===== config.mk =====
export PLATFORM = sky130hd
export DESIGN_NAME = if_prefetch_flat
export DESIGN_NICKNAME = d
export VERILOG_FILES = /design/src/rtl/if_prefetch_if.sv /design/src/rtl/if_prefetch.sv /design/src/flat_wrapper.sv
export SDC_FILE = /design/constraint.sdc
export NUM_CORES = 1
export LEC_CHECK = 0
export CAP_MARGIN = 20
export CORE_MARGIN = 1.5
export CORE_UTILIZATION = 40
export DETAILED_ROUTE_END_ITERATION = 10
export GPL_TIMING_DRIVEN = 0
export PLACE_DENSITY = 0.58
export SLEW_MARGIN = 20
export SYNTH_ARGS = -nofsm -noshare
export SYNTH_HDL_FRONTEND = slang
export SYNTH_SLANG_ARGS = --single-unit

===== constraint.sdc =====
create_clock -name clk_i -period 7.7 [get_ports clk_i]
set_input_delay 1.54 -clock clk_i [delete_from_list [all_inputs] [get_ports clk_i]]
set_output_delay 1.54 -clock clk_i [all_outputs]
set_load 0.02 [all_outputs]

===== src/rtl/if_prefetch_if.sv =====
// Fetch-unit bus bundle: the memory read handshake, the decode-side valid/ready port,
// and the redirect control.
interface if_prefetch_if #(
  parameter int unsigned ADDR_W = 16,
  parameter int unsigned DATA_W = 16,
  parameter int unsigned LVL_W  = 3
);
  logic [ADDR_W-1:0] mem_addr;
  logic              mem_en;
  logic              mem_rw;
  logic [DATA_W-1:0] mem_data;
  logic              mfc;
  logic              inst_valid;
  logic [DATA_W-1:0] inst;
  logic [ADDR_W-1:0] inst_pc;
  logic              inst_ready;
  logic              redirect;
  logic [ADDR_W-1:0] redirect_pc;
  logic [LVL_W-1:0]  level;

  modport master (
    output mem_addr, mem_en, mem_rw, inst_valid, inst, inst_pc, level,
    input  mem_data, mfc, inst_ready, redirect, redirect_pc
  );

  modport slave (
    input  mem_addr, mem_en, mem_rw, inst_valid, inst, inst_pc, level,
    output mem_data, mfc, inst_ready, redirect, redirect_pc
  );
endinterface


===== src/rtl/if_prefetch.sv =====
// Instruction-fetch unit: owns the fetch PC, issues one memory read at a time and buffers
// fetched words in a DEPTH-entry queue for the decode stage. A redirect flushes the queue.
module if_prefetch #(
  parameter int unsigned       ADDR_W   = 16,
  parameter int unsigned       DATA_W   = 16,
  parameter int unsigned       DEPTH    = 4,
  parameter logic [ADDR_W-1:0] RESET_PC = '0,
  parameter logic [ADDR_W-1:0] PC_STEP  = ADDR_W'(1)
) (
  input logic           clk_i,
  input logic           rst_i,
  if_prefetch_if.master bus_io
);

  localparam int unsigned PtrW = $clog2(DEPTH);
  localparam int unsigned LvlW = $clog2(DEPTH + 1);

  typedef enum logic [1:0] {StIdle, StReq, StDrain} state_e;

  state_e            state_q;
  logic [ADDR_W-1:0] pc_q;
  logic [ADDR_W-1:0] mem_addr_q;
  logic              mem_en_q;
  logic [PtrW-1:0]   rd_ptr_q;
  logic [PtrW-1:0]   wr_ptr_q;
  logic [LvlW-1:0]   level_q;
  logic [DATA_W-1:0] data_q [DEPTH];
  logic [ADDR_W-1:0] ipc_q  [DEPTH];

  logic mfc_hit;
  logic inst_valid;
  logic push;
  logic pop;

  // mfc only counts while a request is actually on the bus.
  always_comb begin
    mfc_hit    = mem_en_q & bus_io.mfc;
    inst_valid = (level_q != '0);
    push       = (state_q == StReq) & mfc_hit & ~bus_io.redirect;
    pop        = inst_valid & bus_io.inst_ready & ~bus_io.redirect;
  end

  always_ff @(posedge clk_i or posedge rst_i) begin
    if (rst_i) begin
      state_q    <= StIdle;
      pc_q       <= RESET_PC;
      mem_addr_q <= RESET_PC;
      mem_en_q   <= 1'b0;
      rd_ptr_q   <= '0;
      wr_ptr_q   <= '0;
      level_q    <= '0;
      for (int i = 0; i < int'(DEPTH); i++) begin
        data_q[i] <= '0;
        ipc_q[i]  <= '0;
      end
    end else begin
      if (push) begin
        data_q[wr_ptr_q] <= bus_io.mem_data;
        ipc_q[wr_ptr_q]  <= pc_q;
      end

      if (bus_io.redirect) begin
        rd_ptr_q <= '0;
        wr_ptr_q <= '0;
        level_q  <= '0;
        pc_q     <= bus_io.redirect_pc;
      end else begin
        if (push) begin
          wr_ptr_q <= wr_ptr_q + PtrW'(1);
          pc_q     <= pc_q + PC_STEP;
        end
        if (pop) begin
          rd_ptr_q <= rd_ptr_q + PtrW'(1);
        end
        if (push != pop) begin
          level_q <= push ? level_q + LvlW'(1) : level_q - LvlW'(1);
        end
      end

      // A request, once raised, is held with a stable address until mfc.
      unique case (state_q)
        StIdle: begin
          if (!bus_io.redirect && (level_q < LvlW'(DEPTH))) begin
            state_q    <= StReq;
            mem_en_q   <= 1'b1;
            mem_addr_q <= pc_q;
          end
        end
        StReq: begin
          if (mfc_hit) begin
            state_q  <= StIdle;
            mem_en_q <= 1'b0;
          end else if (bus_io.redirect) begin
            state_q <= StDrain;
          end
        end
        StDrain: begin
          if (mfc_hit) begin
            state_q  <= StIdle;
            mem_en_q <= 1'b0;
          end
        end
        default: begin
          state_q  <= StIdle;
          mem_en_q <= 1'b0;
        end
      endcase
    end
  end

  assign bus_io.mem_addr   = mem_addr_q;
  assign bus_io.mem_en     = mem_en_q;
  assign bus_io.mem_rw     = 1'b1;
  assign bus_io.inst_valid = inst_valid;
  assign bus_io.inst       = inst_valid ? data_q[rd_ptr_q] : '0;
  assign bus_io.inst_pc    = inst_valid ? ipc_q[rd_ptr_q] : '0;
  assign bus_io.level      = level_q;

endmodule


===== src/flat_wrapper.sv =====
// flat-port wrapper written by rule: the top's interface ports become plain ports
module if_prefetch_flat 
#(
  parameter int unsigned       ADDR_W   = 16,
  parameter int unsigned       DATA_W   = 16,
  parameter int unsigned       DEPTH    = 4,
  parameter logic [ADDR_W-1:0] RESET_PC = '0,
  parameter logic [ADDR_W-1:0] PC_STEP  = ADDR_W'(1)
)
  (clk_i, rst_i, bus_io_mem_addr, bus_io_mem_en, bus_io_mem_rw, bus_io_inst_valid, bus_io_inst, bus_io_inst_pc, bus_io_level, bus_io_mem_data, bus_io_mfc, bus_io_inst_ready, bus_io_redirect, bus_io_redirect_pc);
  if_prefetch_if #(.ADDR_W(ADDR_W), .DATA_W(DATA_W), .LVL_W(3)) bus_io_i ();
  input logic clk_i;
  input logic rst_i;
  output wire logic [$bits(bus_io_i.mem_addr)-1:0] bus_io_mem_addr;
  output wire logic [$bits(bus_io_i.mem_en)-1:0] bus_io_mem_en;
  output wire logic [$bits(bus_io_i.mem_rw)-1:0] bus_io_mem_rw;
  output wire logic [$bits(bus_io_i.inst_valid)-1:0] bus_io_inst_valid;
  output wire logic [$bits(bus_io_i.inst)-1:0] bus_io_inst;
  output wire logic [$bits(bus_io_i.inst_pc)-1:0] bus_io_inst_pc;
  output wire logic [$bits(bus_io_i.level)-1:0] bus_io_level;
  input wire logic [$bits(bus_io_i.mem_data)-1:0] bus_io_mem_data;
  input wire logic [$bits(bus_io_i.mfc)-1:0] bus_io_mfc;
  input wire logic [$bits(bus_io_i.inst_ready)-1:0] bus_io_inst_ready;
  input wire logic [$bits(bus_io_i.redirect)-1:0] bus_io_redirect;
  input wire logic [$bits(bus_io_i.redirect_pc)-1:0] bus_io_redirect_pc;
  assign bus_io_mem_addr = bus_io_i.mem_addr;
  assign bus_io_mem_en = bus_io_i.mem_en;
  assign bus_io_mem_rw = bus_io_i.mem_rw;
  assign bus_io_inst_valid = bus_io_i.inst_valid;
  assign bus_io_inst = bus_io_i.inst;
  assign bus_io_inst_pc = bus_io_i.inst_pc;
  assign bus_io_level = bus_io_i.level;
  assign bus_io_i.mem_data = bus_io_mem_data;
  assign bus_io_i.mfc = bus_io_mfc;
  assign bus_io_i.inst_ready = bus_io_inst_ready;
  assign bus_io_i.redirect = bus_io_redirect;
  assign bus_io_i.redirect_pc = bus_io_redirect_pc;
  if_prefetch #(.ADDR_W(ADDR_W), .DATA_W(DATA_W), .DEPTH(DEPTH), .RESET_PC(RESET_PC), .PC_STEP(PC_STEP)) u_core (.clk_i(clk_i), .rst_i(rst_i), .bus_io(bus_io_i));
endmodule

## After elaboration in Yosys (flattened, before gate mapping)

Index checks and enable logic that the tools add are counted.
Widths: inputs -> output; s select.

| storage, ports and cells | value |
|---|---|
| word-level logic and storage cells | 80 |
| bits in registers | 170 |
| bits of input ports | 37 |

| cells by class | value |
|---|---|
| add/subtract/negate cells | 5 |
| multiplexer cells | 29 |
| magnitude comparators | 4 |
| eq/ne operators | 7 |
| bitwise logic cells | 8 |
| reduce and logical (&&, ||, !) cells | 12 |

Operator list:

| kind | count |
|---|---|
| $mux 16 | 9 |
| $bwmux 64 | 2 |
| $bmux 16 s2 | 2 |
| $demux 16 s2 | 1 |
| $add 16x1->16 const B | 1 |
| $mux 2 | 8 |
| $mux 3 | 3 |
| $ge 3x3->1 const B | 2 |
| $ne 2x1->1 const B | 3 |
| $not 2->3 | 2 |
| $pmux 2 s3 | 1 |
| $reduce_bool 2->1 | 3 |
| $and 1x1->1 | 5 |
| $add 2x1->2 const B | 2 |
| $reduce_and 2->1 | 2 |
| $add 3x1->3 const B | 1 |
| $lt 3x1->1 const B | 1 |
| $lt 3x3->1 const B | 1 |
| $ne 3x2->1 const B | 1 |
| $reduce_and 3->1 | 1 |
| $reduce_bool 3->1 | 1 |
| $sub 3x1->3 const B | 1 |
| $eq 2x1->1 const B | 1 |
| $eq 2x2->1 const B | 1 |
| other kinds (8) | 10 |

## Logic depth before layout (Yosys ltp)

Gate-level depths: netlist of the first run.

| logic depth | value |
|---|---|
| word-level depth | 6 |
| gate-level depth with buffers | 9 |
| gate-level depth less buffers | 9 |

## Worst setup path before layout of the first run

No wires, ideal clock.

| timing | value |
|---|---|
| path kind | register to output |
| start point | register u_core.level_q[2] (netlist: u_core.bus_io.level[2]) |
| end point | output bus_io_inst[10] |
| arrival time | 1.652 ns |
| path slack | 4.508 ns |
| data required time | 6.160 ns |
| cell stages (with the launch flop) | 6 |
| cells stage by stage | dfrtp_1 -> clkbuf_1 -> or3_1 -> clkbuf_1 -> clkbuf_1 -> and2_1 |

| between the ends | value |
|---|---|
| longest elaborated chain between the ends | 2 |

Ends and longest elaborated chain:

| what | RTL line | RTL |
|---|---|---|
| start, declared | if_prefetch.sv:26 | `logic [LvlW-1:0] level_q;` |
| start signal, assigned | if_prefetch.sv:76 | `level_q <= push ? level_q + LvlW'(1) : level_q - LvlW'(1);` |
| $reduce_bool 3->1 | if_prefetch.sv:38 | `inst_valid = (level_q != '0);` |
| net bus_io_inst_valid | flat_wrapper.sv:17 | `output wire logic [$bits(bus_io_i.inst_valid)-1:0] bus_io_inst_valid;` |
| $mux 16 | if_prefetch.sv:115 | `assign bus_io.inst = inst_valid ? data_q[rd_ptr_q] : '0;` |
| end, declared | flat_wrapper.sv:18 | `output wire logic [$bits(bus_io_i.inst)-1:0] bus_io_inst;` |

The timed path passes the listed nets, and every way through them passes these cells.

## Worst setup path in the final report of the first run

| timing | value |
|---|---|
| start point | register u_core.level_q[2] (netlist: u_core.bus_io.level[2]) |
| end point | output bus_io_inst_pc[2] |

| between the ends | value |
|---|---|
| longest elaborated chain between the ends | 2 |

Ends and longest elaborated chain:

| what | RTL line | RTL |
|---|---|---|
| $reduce_bool 3->1 | if_prefetch.sv:38 |  |
| $mux 16 | if_prefetch.sv:116 | `assign bus_io.inst_pc = inst_valid ? ipc_q[rd_ptr_q] : '0;` |
| end, declared | flat_wrapper.sv:19 | `output wire logic [$bits(bus_io_i.inst_pc)-1:0] bus_io_inst_pc;` |

No other way between the ends.

==> summary.md, run 1 <==
| Metric | Value |
|---|---|
| Status | `finished clean` |
| CP peak stage delay | `610 ps` |
| Count of final setup violators | `0` |
| CP startpoint kind | `flop` |
| Min setup slack post-route | `3340 ps` |
| First-pass GRT wire length | `29.6 mm` |
| Cells after synthesis | `564` |
| Routability cong. | `0.714` |
| Max clock buf depth | `2` |
| Detailed Route WL | `18.2 mm` |
| Initial antenna violation count | `0` |
| CP delay by family, top | `buffers and inverters` |
| Clk slew on worst S/H paths | `60 ps` |
| Crit-path most repeated cell | `clkbuf_1` |
| Number of global-route vias before repair | `5307` |
| Max Freq | `0.229 GHz` |
| CTS sink cnt | `170` |
| CTS buffer count | `17` |
| Met3 global-route usage | `0.0465` |
| Pre-antenna DRT Iters | `4` |
| Post-CTS setup buffers | `0` |
| Data arrival time of the critical path | `2820 ps` |
| Initial core utilization | `0.412` |
| Worst Hold Launch | `u_core.data_q[4]$_DFFE_PP0P_` |
| Setup TNS | `0 ps` |
| Largest net degree at the start of global routing | `102` |
| CTS tree | `yes` |
| Reg2Reg Launch Point | `u_core.state_q[0]$_DFFE_PP0P_` |
| Initial DRC Count | `263` |
| Worst hold margin | `504 ps` |
| CP cell instances | `clkbuf_1 > or3_1 > clkbuf_1 > clkbuf_1 > and2_1 > clkdlybuf4s50_1` |
| Seq/Total Area, Yosys | `0.528` |
| CP max FO | `10` |
| DPL Wire Length | `12.3 mm` |
| Number of buffers inserted by hold repair at cts | `0` |
| Slew @ Worst Pin | `861 ps` |
| Clock latency on the worst-skew pair | `430 ps` |
| Final period utilization | `0.567` |
| Top Usage Layer GRT | `met2` |
| Std cell rows | `51` |
| Power Density | `330 mW/mm²` |
| Slew margin rel. | `0.423` |
| I/O pin cnt | `91` |
| Synth Area per Inst | `14.3 µm²` |
| Period minus WS final | `4360 ps` |
| Post-synthesis cell type count | `46` |
| Diode count | `0` |
| Critical Path Sink Type | `primary output` |
| Nets@finish | `719` |
| Htree depth | `4` |
| Grt total ovfl | `0` |
| Via/cell ratio | `5.13` |
| Maximum vdd drop | `177 µV` |
| Synth Cell Area | `0.00806 mm²` |
| Height of the chip | `145 µm` |
| Met1 usage | `0.244` |
| Setup CP Type | `reg -> out` |
| Synth Register Bits | `170` |
| Crit path max-delay cell type | `clkdlybuf4s50_1` |
| Hold Violations, Final | `0` |
| Syn. warnings | `0` |
| Met2 Usage GRT | `0.298` |
| Detailed-route wire length per cell | `19.1 µm` |
| Area grow syn2layout | `23.0%` |
| Worst min path class | `reg -> reg` |
| WP data required | `6160 ps` |
| Max-slew violations | `0` |
| Place WS | `3730 ps` |
| Final routed DRC violation total | `0` |
| Design area | `0.00992 mm²` |
| Max-cap violations | `0` |
| Die area | `0.0210 mm²` |
| Ratio of cells with drive above 1 in the final layout | `0.367` |
| Worst Path Buf+Inv | `4` |
| LEAKAGE | `4.52 nW` |
| Unrepaired setup endpoints after global routing | `false` |
| Die Wd | `145 µm` |
| IO Port Bufs | `89` |
| Post-synth net total | `610` |
| DR vias | `4876` |
| Post_cts resized | `0` |
| Core area | `0.0196 mm²` |
| Antenna-violating nets left | `0` |
| Global Route Usage Sum | `0.183` |
| Placement-stage cell area | `0.00932 mm²` |
| Launch point of the critical path | `u_core.bus_io.level[2]$_DFFE_PP0P_` |
| Root buf cell | `clkbuf_16` |
| Skew final | `10.6 ps` |
| Core Util, Final | `0.506` |
-- flip-flops by register name, indices dropped and copies added (netlist names) --
signal / flops
u_core.data_q: 64
u_core.ipc_q: 64
u_core.bus_io.mem_addr: 16
u_core.pc_q: 16
u_core.bus_io.level: 3
u_core.rd_ptr_q: 2
u_core.state_q: 2
u_core.wr_ptr_q: 2
u_core.bus_io.mem_en: 1
-- synth_stat cells (all sizes together) --
cell type    n  area share
a21oi        5      0.0031
buf         29       0.028
a41o         1      0.0012
xor2         5      0.0054
dfrtp      170        0.53
a211oi       1     0.00093
a22o         1      0.0011
and3         1     0.00093
nor2        10      0.0056
and4b        1      0.0012
nand2       26       0.016
nand4        7      0.0062
xnor2       11       0.012
o311a        1      0.0012
mux2i        4      0.0050
clkbuf      16      0.0076
or3          1     0.00078
nor4         3      0.0050
o21ai       14      0.0087
and2        33       0.026
nor3         9      0.0062
mux2       145        0.21
conb         1     0.00047
ha           8       0.012
nand3        6      0.0043
nor3b        2      0.0019
nor2b        4      0.0031
mux4        32       0.089
a22oi        4      0.0037
fa           1      0.0025
inv         10      0.0047
or3b         1      0.0011
o31ai        1      0.0016
-- path summary, 6_finish.rpt --
| check | endpoint | depth (start not counted) | slack [ps] |
|---|---|---|---|
| setup reg to reg | u_core.bus_io.mem_addr[3]$_DFFE_PP0P_ | 6 | 5410 |
| max in group asynchronous | u_core.data_q[49]$_DFFE_PP0P_ | 3 | 5270 |
| min in group asynchronous | u_core.ipc_q[33]$_DFFE_PP0P_ | 2 | 1550 |
| hold / removal | u_core.data_q[4]$_DFFE_PP0P_ | 1 | 500 |
| setup / recovery | bus_io_inst_pc[2] | 6 | 3340 |
| hold reg to reg | u_core.data_q[4]$_DFFE_PP0P_ | 1 | 500 |
-- cell usage in the layout, fill, tap and decap left out, types with 4 or more instances in the layout --
master | Yosys | final
nor2b_1 | 4 | 4
dfrtp_1 | 170 | 170
nand2_1 | 22 | 22
nand2_4 | 4 | 4
xnor2_1 | 11 | 11
mux2_2 | 137 | 137
a21oi_1 | 5 | 5
nor2_1 | 9 | 9
mux2_4 | 8 | 8
ha_1 | 8 | 8
nand4_1 | 6 | 6
o21ai_0 | 13 | 13
nor3_1 | 8 | 8
inv_1 | 10 | 9
xor2_1 | 5 | 5
buf_6 | 12 | 12
inv_6 | 0 | 7
mux4_2 | 32 | 32
clkbuf_1 | 15 | 15
mux2i_1 | 4 | 4
nand3_1 | 5 | 5
buf_2 | 13 | 13
a22oi_1 | 4 | 4
and2_1 | 33 | 33
clkbuf_16 | 0 | 17
clkdlybuf4s50_1 | 0 | 89
-- per-stage QoR --
step | instances | power (W)
2_1_floorplan | 564 | 0.00196
3_3_place_gp | 918 | 0.00239
3_5_place_dp | 919 | 0.00243
4_1_cts | 951 | 0.00332
5_1_grt | 951 | 0.00345
6_report | 951 | 0.00327
-- power breakdown --
group	switching [W]	internal, W	total (W)
Combinational	0.000568	0.000642	0.00121
Clock	0.000380	0.000494	0.000875
Sequential	0.000107	0.00108	0.00118
Total	0.00105	0.00221	0.00327
-- layout make-up --
cell class                      instances  area [µm²]
Buffer                                 45         284
Clock buffer                           18         439
Clock inverter                         14         159
Fill cell                            1704        9670
Inverter                               10        45.0
Multi-Input combinational cell        339        3490
Sequential cell                       170        4250
Tap cell                              265         332
Timing Repair Buffer                   90         918
-- cell families (layout without fill, tap and decap cells) --
| family | after synthesis | count (layout) | share of synthesized area |
|---|---|---|---|
| AO/OA/AOI/OAI | 28 | 28 | 0.0216 |
| XOR/XNOR | 16 | 16 | 0.0174 |
| adder cells (fa/ha/maj) | 9 | 9 | 0.0149 |
| buffers and inverters | 55 | 177 | 0.0399 |
| flip-flops | 170 | 170 | 0.528 |
| multiplexers | 181 | 181 | 0.301 |
| other | 1 | 1 | 0.000465 |
| AND/OR/NAND/NOR | 104 | 104 | 0.0777 |
-- routing by layer --
layer  vias to the layer above  routed length [µm]
met5                         -                   0
met4                         0                 243
met3                        15                 607
met2                       101                8920
met1                      2519                8410
li1                       2241                   -
Note: power is estimated with default switching activity, not from simulation.
==> run 2, diff against run 1 <==
--- a/config.mk
+++ b/config.mk
@@ -10,7 +10,7 @@
 export CORE_UTILIZATION = 40
 export DETAILED_ROUTE_END_ITERATION = 10
 export GPL_TIMING_DRIVEN = 0
-export PLACE_DENSITY = 0.58
+export PLACE_DENSITY = 0.6
 export SLEW_MARGIN = 20
 export SYNTH_ARGS = -nofsm -noshare
 export SYNTH_HDL_FRONTEND = slang
==> constraint.sdc (replaced) <==
create_clock -name clk_i -period 3.55 [get_ports clk_i]
set_input_delay 0.71 -clock clk_i [delete_from_list [all_inputs] [get_ports clk_i]]
set_output_delay 0.71 -clock clk_i [all_outputs]
set_load 0.02 [all_outputs]
==> run 2 against run 1 <==
Via count increased by 0.59%. Wire length about the same. Cell count increased by 0.32%. Worst hold slack got worse by 3.2 ps. Critical path type unchanged. Critical endpoint is now bus_io_inst_pc[13]. Highest routed layer unchanged.
==> summary.md, run 2 (same netlist as run 1, synthesis figures left out) <==
| Metric | Value |
|---|---|
| Status | `finished clean (unchanged)` |
| Initial antenna violation count | `0 (unchanged)` |
| Max-cap violations | `0 (unchanged)` |
| Launch point of the critical path | `u_core.rd_ptr_q[0]$_DFFE_PP0P_ (was u_core.bus_io.level[2]$_DFFE_PP0P_)` |
| Post-CTS setup buffers | `0 (unchanged)` |
| Core Util, Final | `0.514 (was 0.506)` |
| Worst reg2reg setup slack | `1270 ps (was 5410 ps)` |
| Die area | `0.0210 mm² (unchanged)` |
| Placement-stage cell area | `0.00940 mm² (was 0.00932 mm²)` |
| Initial core utilization | `0.412 (unchanged)` |
| Hold Violations, Final | `0 (unchanged)` |
| Largest net degree at the start of global routing | `37 (was 102)` |
| Ratio of cells with drive above 1 in the final layout | `0.380 (was 0.367)` |
| WP data required | `2840 ps (was 6160 ps)` |
| Min setup slack post-route | `169 ps (was 3340 ps)` |
| DR vias | `4905 (was 4876)` |
| CP max FO | `10 (unchanged)` |
| Top Layer Used | `met4 (unchanged)` |
| Core area | `0.0196 mm² (unchanged)` |
| Die Wd | `145 µm (unchanged)` |
| Detailed Route WL | `18.2 mm (about the same)` |
| Root buf cell | `clkbuf_16 (unchanged)` |
| Most common cell after layout, fill and taps aside | `dfrtp_1 (unchanged)` |
| Clock latency on the worst-skew pair | `430 ps (about the same)` |
| CTS buffer count | `17 (unchanged)` |
| Setup CP Type | `reg -> out (unchanged)` |
| Antenna-violating nets left | `0 (unchanged)` |
| Design area | `0.0101 mm² (was 0.00992 mm²)` |
| Power Density | `726 mW/mm² (was 330 mW/mm²)` |
| R2r worst-path depth | `9 (was 6)` |
| Diode count | `0 (unchanged)` |
| Nets@finish | `722 (was 719)` |
| Max-slew violations | `0 (unchanged)` |
| Max Freq | `0.296 GHz` |
| Layout Cells excl Fill | `954 (was 951)` |
| Data arrival time of the critical path | `2670 ps (was 2820 ps)` |
| Wire length on met1 | `8.07 mm (was 8.41 mm)` |
| Pre-antenna DRT Iters | `5 (was 4)` |
| Detailed-route wire length per cell | `19.1 µm (about the same)` |
| CP startpoint kind | `flop (unchanged)` |
| Routed length on met3 | `791 µm (was 607 µm)` |
| Slew @ Worst Pin | `708 ps (was 861 ps)` |
| Critical Path Sink Type | `primary output (unchanged)` |
| LEAKAGE | `4.61 nW (was 4.52 nW)` |
| Period minus WS final | `3380 ps` |
| CTS tree | `yes (unchanged)` |
| Reg2Reg Launch Point | `u_core.state_q[1]$_DFFE_PP0P_ (was u_core.state_q[0]$_DFFE_PP0P_)` |
| Std cell rows | `51 (unchanged)` |
| Final routed DRC violation total | `0 (unchanged)` |
| Global Route Usage Sum | `0.182 (was 0.183)` |
| Worst setup path end | `bus_io_inst_pc[13] (was bus_io_inst_pc[2])` |
| Grt total ovfl | `0 (unchanged)` |
| Worst Hold Launch | `u_core.ipc_q[57]$_DFFE_PP0P_ (was u_core.data_q[4]$_DFFE_PP0P_)` |
| Height of the chip | `145 µm (unchanged)` |
| I/O pin cnt | `91 (unchanged)` |
| Skew final | `8.13 ps (was 10.6 ps)` |
| Area grow syn2layout | `24.9% (was 23.0%)` |
| Hold Path Depth | `1 (unchanged)` |
| Initial DRC Count | `132 (was 263)` |
| Unrepaired setup endpoints after global routing | `false (unchanged)` |
| Dpl cells | `923 (was 919)` |
| Reg2reg end | `u_core.bus_io.level[2]$_DFFE_PP0P_ (was u_core.bus_io.mem_addr[3]$_DFFE_PP0P_)` |
| Place WS | `272 ps (was 3730 ps)` |
| Final period utilization | `0.952` |
| Routability cong. | `0.753 (was 0.714)` |
| Count of final setup violators | `0 (unchanged)` |
| Number of buffers inserted by hold repair at cts | `0 (unchanged)` |
| Maximum vdd drop | `386 µV (was 177 µV)` |
| CTS sink cnt | `170 (unchanged)` |
| Htree depth | `4 (unchanged)` |
| Largest registers | `u_core.data_q x64, u_core.ipc_q x64 (unchanged)` |
| Max clock buf depth | `2 (unchanged)` |
| Number of global-route vias before repair | `5271 (was 5307)` |
| First-pass GRT wire length | `29.5 mm (was 29.6 mm)` |
| WL met2 | `9.14 mm (was 8.92 mm)` |
| Commonest non-fill, non-tap cells in the layout | `dfrtp_1, mux2_2, clkdlybuf4s50_1, and2_1, mux4_2 (unchanged)` |
| Slew margin rel. | `0.526 (was 0.423)` |
| Worst min path class | `reg -> reg (unchanged)` |
| DPL Wire Length | `12.7 mm (was 12.3 mm)` |
| Worst hold margin | `501 ps (was 504 ps)` |
| Via/cell ratio | `5.14 (was 5.13)` |
| Clk slew on worst S/H paths | `70 ps (was 60 ps)` |
| IO Port Bufs | `89 (unchanged)` |
-- run 2: layout make-up --
| type | instances | area, µm² |
|---|---|---|
| clock inverter | 13 | 214 |
| sequential | 170 | 4250 |
| buffer | 44 | 290 |
| inverter | 10 | 41.3 |
| tap | 265 | 332 |
| multi-input combinational | 339 | 3490 |
| fill | 1686 | 9520 |
| clock buffer | 19 | 453 |
| timing repair buffer | 94 | 998 |
-- run 2: worst max-delay path: stages, from the launching register on --
cell and delay (ps):
dfrtp_1 310, buf_2 220, buf_2 410, mux4_2 550, and2_1 190, clkdlybuf4s50_1 540
-- run 2: report_power, final --
part / leakage, nW / internal [W] / total, W / switching (W)
logic: 2.03 / 0.00141 / 0.00266 / 0.00125
registers: 2.25 / 0.00234 / 0.00257 / 0.000233
clock network: 0.326 / 0.00129 / 0.00209 / 0.000791
-- run 2: worst min-delay path by stage --
stage	to
after global placement	u_core.data_q[19]$_DFFE_PP0P_
after detailed placement	u_core.data_q[16]$_DFFE_PP0P_
after CTS	u_core.data_q[16]$_DFFE_PP0P_
after floorplan	u_core.ipc_q[19]$_DFFE_PP0P_
after global routing	u_core.ipc_q[19]$_DFFE_PP0P_
final	u_core.ipc_q[57]$_DFFE_PP0P_
-- run 2: layer usage --
metal / up-vias / GRT usage
met3: 17 / 0.0437
met5: - / 0
li1: 2241 / -
met1: 2548 / 0.239
met2: 99 / 0.300
met4: 0 / 0.0474
-- run 2: timing repair --
action                     CTS  global route
resized for setup            5             4
pin swaps                    0             0
setup endpoints to repair   29            15
-- run 2: per-stage QoR --
step	TNS (ps)	total power (W)
after global placement	-105850	0.00519
after global routing	0	0.00769
after floorplan	0	0.00424
final	0	0.00731
after detailed placement	0	0.00529
after CTS	0	0.00742
==> run 3, diff against run 2 <==
--- a/config.mk
+++ b/config.mk
@@ -10,7 +10,7 @@
 export CORE_UTILIZATION = 40
 export DETAILED_ROUTE_END_ITERATION = 10
 export GPL_TIMING_DRIVEN = 0
-export PLACE_DENSITY = 0.6
+export PLACE_DENSITY = 0.73
 export SLEW_MARGIN = 20
 export SYNTH_ARGS = -nofsm -noshare
 export SYNTH_HDL_FRONTEND = slang
==> run 3 against run 2 <==
Setup slack got worse by 89 ps. Worst hold slack worse by 2.6 ps. Combinational power is essentially flat. Maximum frequency down 2.6%. Wire length fell by 0.86%. Clock power down 11%. Cell count increased by 0.10%. Non-clock buffer count increased by 1. First-iteration DRC count grew 68%. Flip-flop and latch count is the same. Clock skew barely moved. Critical path type unchanged.
==> summary.md, run 3 (same netlist as run 1, synthesis figures left out) <==
| Metric | Value |
|---|---|
| Status | `finished clean (unchanged)` |
| Met1 usage | `0.242 (was 0.239)` |
| Number of global-route vias before repair | `5554 (was 5271)` |
| Die Wd | `145 µm (unchanged)` |
| I/O pin cnt | `91 (unchanged)` |
| Launch point of the critical path | `u_core.rd_ptr_q[1]$_DFFE_PP0P_ (was u_core.rd_ptr_q[0]$_DFFE_PP0P_)` |
| Worst min path class | `reg -> reg (unchanged)` |
| Sw Pwr | `0.00226 W (was 0.00227 W)` |
| Initial antenna violation count | `0 (unchanged)` |
| CP cell instances | `clkbuf_1 > clkbuf_1 > mux4_2 > and2_1 > clkdlybuf4s50_1 (was buf_2 > buf_2 > mux4_2 > and2_1 > clkdlybuf4s50_1)` |
| Unrepaired setup endpoints after global routing | `false (unchanged)` |
| Global Route Usage Sum | `0.184 (was 0.182)` |
| Final routed DRC violation total | `0 (unchanged)` |
| Detailed Route WL | `18.0 mm (was 18.2 mm)` |
| Initial DRC Count | `222 (was 132)` |
| Skew final | `8.58 ps (was 8.13 ps)` |
| Initial core utilization | `0.412 (unchanged)` |
| Sw frac | `0.318 (was 0.311)` |
| IO Port Bufs | `89 (unchanged)` |
| Period minus WS final | `3470 ps (was 3380 ps)` |
| Commonest non-fill, non-tap cells in the layout | `dfrtp_1, mux2_2, clkdlybuf4s50_1, and2_1, mux4_2 (unchanged)` |
| Pre-antenna DRT Iters | `4 (was 5)` |
| WP data required | `2840 ps (about the same)` |
| Height of the chip | `145 µm (unchanged)` |
| Std cell rows | `51 (unchanged)` |
| CP peak stage delay | `590 ps (was 550 ps)` |
| Htree depth | `4 (unchanged)` |
| CP max FO | `10 (unchanged)` |
| Post_cts resized | `2 (was 5)` |
| Reg2Reg Launch Point | `u_core.state_q[1]$_DFFE_PP0P_ (unchanged)` |
| Hold Violations, Final | `0 (unchanged)` |
| Slew margin rel. | `0.510 (was 0.526)` |
| DPL Wire Length | `12.8 mm (was 12.7 mm)` |
| Count of final setup violators | `0 (unchanged)` |
| Placement-stage cell area | `0.00939 mm² (was 0.00940 mm²)` |
| Crit path max-delay cell type | `clkbuf_1 (was mux4_2)` |
| Met2 Usage GRT | `0.307 (was 0.300)` |
| Nets@finish | `723 (was 722)` |
| Via/cell ratio | `5.20 (was 5.14)` |
| Gate power share | `0.374 (was 0.364)` |
| Largest net degree at the start of global routing | `33 (was 37)` |
| Met3 global-route usage | `0.0384 (was 0.0437)` |
| DR vias | `4964 (was 4905)` |
| LEAKAGE | `4.56 nW (was 4.61 nW)` |
| CP startpoint kind | `flop (unchanged)` |
| Reg2reg end | `u_core.bus_io.level[2]$_DFFE_PP0P_ (unchanged)` |
| Largest registers | `u_core.data_q x64, u_core.ipc_q x64 (unchanged)` |
| R2r worst-path depth | `9 (unchanged)` |
| Setup CP Type | `reg -> out (unchanged)` |
| Slew @ Worst Pin | `730 ps (was 708 ps)` |
| Data arrival time of the critical path | `2760 ps (was 2670 ps)` |
| Core area | `0.0196 mm² (unchanged)` |
| Diode count | `0 (unchanged)` |
| CTS buffer count | `17 (unchanged)` |
| Die area | `0.0210 mm² (unchanged)` |
| Min setup slack post-route | `79.6 ps (was 169 ps)` |
| Top Usage Layer GRT | `met2 (unchanged)` |
| CTS tree | `yes (unchanged)` |
| First-pass GRT wire length | `30.4 mm (was 29.5 mm)` |
| Worst setup path end | `bus_io_inst_pc[7] (was bus_io_inst_pc[13])` |
| Crit-path most repeated cell | `clkbuf_1 (was buf_2)` |
| Root buf cell | `clkbuf_16 (unchanged)` |
| Clock power share | `0.263 (was 0.285)` |
| Max-slew violations | `0 (unchanged)` |
| Clock latency on the worst-skew pair | `430 ps (about the same)` |
| Area grow syn2layout | `23.9% (was 24.9%)` |
| Antenna-violating nets left | `0 (unchanged)` |
| Power Density | `711 mW/mm² (was 726 mW/mm²)` |
| Max-cap violations | `0 (unchanged)` |
| Place WS | `431 ps (was 272 ps)` |
| Pint | `0.00484 W (was 0.00504 W)` |
| Max Freq | `0.288 GHz (was 0.296 GHz)` |
| Detailed-route wire length per cell | `18.9 µm (was 19.1 µm)` |
| Grt total ovfl | `0 (unchanged)` |
| Maximum vdd drop | `387 µV (was 386 µV)` |
| Most common cell after layout, fill and taps aside | `dfrtp_1 (unchanged)` |
| Max clock buf depth | `2 (unchanged)` |
| Reg power frac | `0.363 (was 0.351)` |
| Routability cong. | `0.798 (was 0.753)` |
| Number of buffers inserted by hold repair at cts | `0 (unchanged)` |
| Final period utilization | `0.978 (was 0.952)` |
| Critical Path Sink Type | `primary output (unchanged)` |
| Design area | `0.00999 mm² (was 0.0101 mm²)` |
| Core Util, Final | `0.510 (was 0.514)` |
| CTS sink cnt | `170 (unchanged)` |
| Clk slew on worst S/H paths | `60 ps (was 70 ps)` |
| Ratio of cells with drive above 1 in the final layout | `0.372 (was 0.380)` |
| Worst reg2reg setup slack | `1210 ps (was 1270 ps)` |
| Post-CTS setup buffers | `0 (unchanged)` |
-- run 3: cell count changes in the layout (fill, tap and decap cells not counted), moves of 2 or more --
cell	previous run	this run
inv_6	2	0
clkinv_4	2	4
clkbuf_1	8	14
bufinv_16	5	2
-- run 3: power groups by stage --
stage	combinational, W	clock, W	sequential (W)
floorplan	0.00158	0	0.00266
global placement	0.00260	0	0.00257
detailed placement	0.00268	0	0.00261
CTS	0.00270	0.00190	0.00258
global route	0.00286	0.00198	0.00263
finish	0.00266	0.00186	0.00258
-- run 3: through the flow --
stage	cells	hold WS [ps]	TNS (ps)	total power [W]
after floorplan	564	474	0	0.00424
after global placement	918	481	-79990	0.00517
after detailed placement	923	487	0	0.00529
after CTS	955	500	0	0.00717
after global routing	955	506	0	0.00747
final	955	498	0	0.00710
-- run 3: final cells by class --
cell class / count / area, µm²
clock buffer: 23 / 478
inverter: 10 / 41.3
timing repair buffer: 94 / 991
multi-input combinational: 339 / 3490
clock inverter: 9 / 115
fill: 1694 / 9600
buffer: 45 / 289
tap: 265 / 332
sequential: 170 / 4250
-- run 3: how the worst min path moves through the flow --
stage,startpoint,end,slack [ps],depth (start not counted)
after floorplan,u_core.ipc_q[19]$_DFFE_PP0P_,u_core.ipc_q[19]$_DFFE_PP0P_,470,1
after global placement,u_core.ipc_q[22]$_DFFE_PP0P_,u_core.ipc_q[22]$_DFFE_PP0P_,480,1
after detailed placement,u_core.data_q[23]$_DFFE_PP0P_,u_core.data_q[23]$_DFFE_PP0P_,490,1
after CTS,u_core.data_q[23]$_DFFE_PP0P_,u_core.data_q[23]$_DFFE_PP0P_,500,1
after global routing,u_core.data_q[28]$_DFFE_PP0P_,u_core.data_q[28]$_DFFE_PP0P_,510,1
final,u_core.ipc_q[30]$_DFFE_PP0P_,u_core.ipc_q[30]$_DFFE_PP0P_,500,1
-- run 3: routing by layer --
metal | part of all wire | wire length, µm
met4 | 0.010 | 188
met3 | 0.044 | 796
met1 | 0.44 | 7890
met2 | 0.51 | 9160
met5 | 0 | 0
-- run 3: worst max-delay path: cells and delay by family, from the launching register on --
kind / cells / cell delay, ps
multiplexers: 1 / 430
AND/OR/NAND/NOR: 1 / 180
buffers and inverters: 3 / 1390
flip-flops: 1 / 320
